### src/rtl/rank_order_filter.sv
// rank_order_filter
// Pipelined 3x3 rank-order filter. Nine pixels are captured into S0, fully
// sorted by nine odd-even transposition passes (S1..S9), and the requested
// order statistic is registered into outData. The whole pipeline advances
// in lock-step whenever the output register is empty or being drained.

module rank_order_filter #(
    parameter int PIXEL_W = 8
) (
    input  logic                 clk,
    input  logic                 reset,
    input  logic [9*PIXEL_W-1:0] windowIn,
    input  logic [3:0]           rank,
    input  logic                 inValid,
    output logic                 inReady,
    output logic [PIXEL_W-1:0]   outData,
    output logic                 outValid,
    input  logic                 outReady,
    output logic                 busy
);

    // Stage 0 is the capture stage, stages 1..9 hold the result of sort pass n.
    logic [9*PIXEL_W-1:0] data_r  [0:9];
    logic [3:0]           rank_r  [0:9];
    logic [9:0]           valid_r;
    logic [PIXEL_W-1:0]   out_data_r;
    logic                 out_valid_r;

    logic                 adv_s;
    logic [3:0]           rank_clamp_s;
    logic [9*PIXEL_W-1:0] pass_s  [1:9];
    logic [PIXEL_W-1:0]   sel_s;

    // One odd-even transposition pass. Odd passes start at index 0, even
    // passes at index 1; each pair leaves the smaller value at the lower index.
    function automatic logic [9*PIXEL_W-1:0] sort_pass(
        input logic [9*PIXEL_W-1:0] v,
        input logic                 odd_pass
    );
        logic [9*PIXEL_W-1:0] res;
        logic [PIXEL_W-1:0]   lo;
        logic [PIXEL_W-1:0]   hi;
        int                   first;
        res   = v;
        first = odd_pass ? 0 : 1;
        for (int j = 0; j < 4; j++) begin
            lo = v[(first + 2*j) * PIXEL_W +: PIXEL_W];
            hi = v[(first + 2*j + 1) * PIXEL_W +: PIXEL_W];
            if (lo > hi) begin
                res[(first + 2*j) * PIXEL_W +: PIXEL_W]     = hi;
                res[(first + 2*j + 1) * PIXEL_W +: PIXEL_W] = lo;
            end else begin
                res[(first + 2*j) * PIXEL_W +: PIXEL_W]     = lo;
                res[(first + 2*j + 1) * PIXEL_W +: PIXEL_W] = hi;
            end
        end
        return res;
    endfunction

    // Handshake: everything moves together unless a valid output is stuck.
    always_comb begin
        adv_s        = !out_valid_r || outReady;
        rank_clamp_s = (rank > 4'd8) ? 4'd8 : rank;
    end

    // Combinational sort network between stage registers.
    always_comb begin
        for (int p = 1; p <= 9; p++) begin
            pass_s[p] = sort_pass(data_r[p-1], (p % 2) == 1);
        end
    end

    // Pick the requested order statistic from the fully sorted S9 vector.
    always_comb begin
        sel_s = '0;
        case (rank_r[9])
            4'd0:    sel_s = data_r[9][0*PIXEL_W +: PIXEL_W];
            4'd1:    sel_s = data_r[9][1*PIXEL_W +: PIXEL_W];
            4'd2:    sel_s = data_r[9][2*PIXEL_W +: PIXEL_W];
            4'd3:    sel_s = data_r[9][3*PIXEL_W +: PIXEL_W];
            4'd4:    sel_s = data_r[9][4*PIXEL_W +: PIXEL_W];
            4'd5:    sel_s = data_r[9][5*PIXEL_W +: PIXEL_W];
            4'd6:    sel_s = data_r[9][6*PIXEL_W +: PIXEL_W];
            4'd7:    sel_s = data_r[9][7*PIXEL_W +: PIXEL_W];
            default: sel_s = data_r[9][8*PIXEL_W +: PIXEL_W];
        endcase
    end

    // Valid bits and output register; reset discards everything in flight.
    always_ff @(posedge clk) begin
        if (reset) begin
            valid_r     <= 10'd0;
            out_valid_r <= 1'b0;
            out_data_r  <= '0;
        end else if (adv_s) begin
            valid_r     <= {valid_r[8:0], inValid};
            out_valid_r <= valid_r[9];
            if (valid_r[9]) begin
                out_data_r <= sel_s;
            end
        end
    end

    // Pixel and rank payload; no reset needed because valid bits gate it.
    always_ff @(posedge clk) begin
        if (adv_s) begin
            data_r[0] <= windowIn;
            rank_r[0] <= rank_clamp_s;
            for (int p = 1; p <= 9; p++) begin
                data_r[p] <= pass_s[p];
                rank_r[p] <= rank_r[p-1];
            end
        end
    end

    assign inReady  = adv_s && !reset;
    assign outData  = out_data_r;
    assign outValid = out_valid_r;
    assign busy     = (|valid_r) || out_valid_r;

endmodule

### config.mk
export PLATFORM = sky130hd
export DESIGN_NAME = rank_order_filter
export DESIGN_NICKNAME = d
export VERILOG_FILES = /design/src/rtl/rank_order_filter.sv
export SDC_FILE = /design/constraint.sdc
export NUM_CORES = 2
export LEC_CHECK = 0
export ABC_CLOCK_PERIOD_IN_PS = 31200
export CAP_MARGIN = 15
export CORE_MARGIN = 8
export CORE_UTILIZATION = 50
export CTS_BUF_LIST = sky130_fd_sc_hd__clkbuf_8
export DETAILED_ROUTE_END_ITERATION = 12
export PLACE_DENSITY = 0.66
export SLEW_MARGIN = 0
export SYNTH_ARGS = -nofsm -noshare
export SYNTH_HDL_FRONTEND = slang
export SYNTH_SLANG_ARGS = --single-unit
### constraint.sdc
create_clock -name clk -period 31.2 [get_ports clk]
set_input_delay 6.24 -clock clk [delete_from_list [all_inputs] [get_ports clk]]
set_output_delay 6.24 -clock clk [all_outputs]
set_load 0.02 [all_outputs]
After elaboration in Yosys (flattened, before gate mapping)
Memories as Yosys holds them, arrays and structs flattened.
Cells that the tools add are included.
Storage, ports and cells
  input bits: 80
  word-level logic and storage cells: 97
  output and inout port bits: 11
  memory bits (writable): 760
  memories: 2
  register bits after elaboration: 19
Operators by class
  equal/unequal tests: 7
  magnitude comparators: 37
  reductions and logical operators: 8
  mux-type cells: 40
Memories
  data_r: words 10, bits a word 72, read ports 10, clocked after memory_dff 0, wr ports 10, line 23  | logic [9*PIXEL_W-1:0] data_r [0:9];
  rank_r: words 10, bits a word 4, read ports 10, clocked after memory_dff 0, wr ports 10, line 24  | logic [3:0] rank_r [0:9];
Operators by type and width (count)
  16-bit two-way mux: 36
  8-bit > comparator: 36
  8-bit one-hot mux with 8 select lines: 1
  4-bit by 3-bit == test with 1-bit output (second input constant): 4
  10-bit OR reduction: 1
  4-bit by 2-bit == test with 1-bit output (second input constant): 2
  4-bit by 1-bit == test with 1-bit output (second input constant): 1
  4-bit > comparator (second input constant): 1
  4-bit logical NOT: 1
  4-bit two-way mux: 1
  1-bit logical NOT: 2
  1-bit logical OR: 2
  1-bit two-way mux: 2
  2-bit AND reduction: 1
  1-bit logical AND: 1

Logic depth before layout (Yosys ltp)
  depth in word-level cells: 4
  mapped depth: 9
  mapped depth without buffers: 7

Least setup slack after synthesis
No wires, ideal clock.
  kind: input port to flip-flop
  from: input outReady
  to: memory data_r[0][0] (netlist bit) (enable)
  setup slack: 2725 ps
  arrival time: 27051 ps
  stages: 3
  data required time: 29775 ps
  path buffers: 1
  cells stage by stage: nor2b_1 inv_1 clkbuf_1
RTL lines
  from (decl): line 18  | input logic outReady,
  to (decl): line 23

Worst setup path after layout
  from: input outReady
  to: output inReady
On the way
  cells in the longest elaborated chain, start to end: 2
RTL lines
  1-bit logical OR: line 62  | adv_s = !out_valid_r || outReady;
  1-bit logical AND: line 116  | assign inReady = adv_s && !reset;
  to (decl): line 15  | output logic inReady,
Every way passes these cells.

==> reports/qor.yml <==
status: "completed"
die_h_um: 305
timing.fmax_mhz: 69.5
hold_violations: 0
post_cts_buffers: 0
grt_pass1_vias: 27700
wl_per_cell_um: 18.9
viasPerCell: 6.08
dp_hpwl_um: 59700
syn_avg_cell_area_um2: 12.6
synth_flop_cell: "edfxtp_1"
io_buffers: 90
io_pins: 91
async_flop_share_pct: 0
row_count: 106
cpPeakStageDelay_ns: 0.86
hp-class: "reg -> reg"
insertion_delay_ns: 0.80
rsz0062_at_grt: "false"
crit_chain: "clkdlybuf4s50_1, nor2b_1, nor2_1, clkdlybuf4s50_1"
syn_inst: 3327
synth_edf_count: 760
core_area_mm2: 0.0833
antenna_left: 0
syn_nets: 3695
crit_arrival_ns: 8.14
cts_max_level: 4
max_cap_violations: 0
yosys.cell_types.count: 51
cp_slowest_cell: "nor2b_1"
cts_root_buf: "clkbuf_8"
cts_tree: "yes"
grtUsageTotal_pct: 18.1
drive_gt1_share_pct: 13.9
cp_max_fo: 13
tightest_slew_ns: 1.20
antenna_found_initial: 1
fin_skew_ns: 0.0403
cts.sinks: 779
drtIter0Drc: 2126
cp-start-kind: "input pin"
crit_path_frequent_cell: "clkdlybuf4s50_1"
critPathRequiredTime_ns: 24.96
grt.overflow.total: 0
ys_seq_area_share_pct: 55.5
area_growth_pct: 9.27
cts.path.max_buffers: 3
setup_viol: 0
initial_core_util_pct: 50.2
crit_type: "in -> out"
via_count: 27900
die-area_mm2: 0.0932
drc: 0
die_w_um: 305
fin_ws_ns: 16.82
grt_pass1_wl_um: 141000
relSlewSlack_pct: 19.8
clkTransAtPathRegs_ns: 0.06
dp_slack_ns: 16.80
numCtsBuffers: 135
synth_seq_cells: 779
endpoint_kind: "primary output"
period_needed_ns: 14.38
finalCritPeriodShare_pct: 46.1
ctsResizeCount: 0
final-max-slew-violation-count: 0
cts_hold_buffers: 0
wirelength_um: 86900
netlist_area_mm2: 0.0418
firstDrtPassIters: 6
gp_congestion: 0.843
grt_max_degree: 190
setup_tns_ns: 0
nets: 3779
yosysWarnings: 0
cell usage in the layout, fill, tap and decap left out, types with 13 or more instances in the layout:
cell	instances
a21oi_1	424
clkbuf_8	138
inv_1	351
edfxtp_1	760
dfxtp_1	19
a21o_1	13
nand3b_1	14
o211ai_1	29
a211oi_1	16
mux2_2	183
o32ai_4	16
o21ai_0	50
o21ai_2	20
o22ai_2	48
clkdlybuf4s50_1	90
o22ai_1	592
clkinv_1	27
mux2_1	76
ha_1	288
nor2_1	27
nand2_1	74
nor2b_1	26
nand4_1	55
registers in the layout, summed over array words and instances (netlist names):
| signal | count |
|---|---|
| data_r | 720 |
| rank_r | 40 |
| outData | 8 |
| outValid | 1 |
| valid_r | 10 |
final timing paths:
path              cells past startpoint  slack, ns             to    startpoint
setup / recovery                      4      16.82        inReady      outReady
hold reg to reg                       0       0.41   rank_r[4][0]  rank_r[3][0]
setup reg to reg                      6      25.84  data_r[1][12]      outValid
hold / removal                        0       0.41   rank_r[4][0]  rank_r[3][0]
kinds of logic (layout without fill, tap and decap cells):
group                    count (synthesis)  in the layout  share of synthesized area [%]
other                                    0              1                              0
buffers and inverters                  454            643                           4.86
AND/OR/NAND/NOR                        269            269                           3.85
adder cells (fa/ha/maj)                288            288                           8.62
multiplexers                           267            267                           7.22
AO/OA/AOI/OAI                         1270           1270                           20.0
flip-flops                             779            779                           55.5
worst max-delay path: cells and delay by family:
kind / cells / cell delay [ns]
and+or+nand+nor: 2 / 0.93
buffers and inverters: 2 / 0.98
per-layer routing:
metal	share of wire (%)	vias up	GRT usage, %
met5	0	-	0
met4	2.7	0	6.63
met3	4.1	153	3.53
met2	51	705	31.8
met1	43	13500	22.1
li1	-	13500	-
cell usage after synthesis (all sizes together), types with 41 or more instances:
cell | instances | area (um2)
inv | 302 | 1130
nand4 | 63 | 444
nand2 | 74 | 278
o211ai | 41 | 368
mux2 | 259 | 2920
a21oi | 424 | 2120
buf | 104 | 721
ha | 288 | 3600
o22ai | 640 | 4300
edfxtp | 760 | 22800
o21ai | 78 | 465
clkbuf | 48 | 180
stage by stage:
step                instances  instance area (um2)  utilization (%)  hold slack [ns]
detailed placement       4354                43300             51.9            0.405
finish                   4597                45700             54.9            0.412
global route             4597                45700             54.9            0.422
global placement         4354                43300             51.9            0.401
floorplan                3327                41800                -            0.400
CTS                      4596                45700             54.9            0.414
layout make-up:
| type | instances | area (um2) |
|---|---|---|
| flip-flops and latches | 779 | 23200 |
| diodes | 1 | 2.50 |
| clock buffers | 138 | 1900 |
| repair buffers | 99 | 981 |
| inverters | 302 | 1140 |
| multi-input cells | 2094 | 16600 |
| clock inverters | 104 | 536 |
| fillers | 6833 | 37600 |
| well taps | 1080 | 1350 |
Power is left out: the tool's default activity adds up to more than one toggle a clock period on the data nets, which glitch-free logic cannot reach.
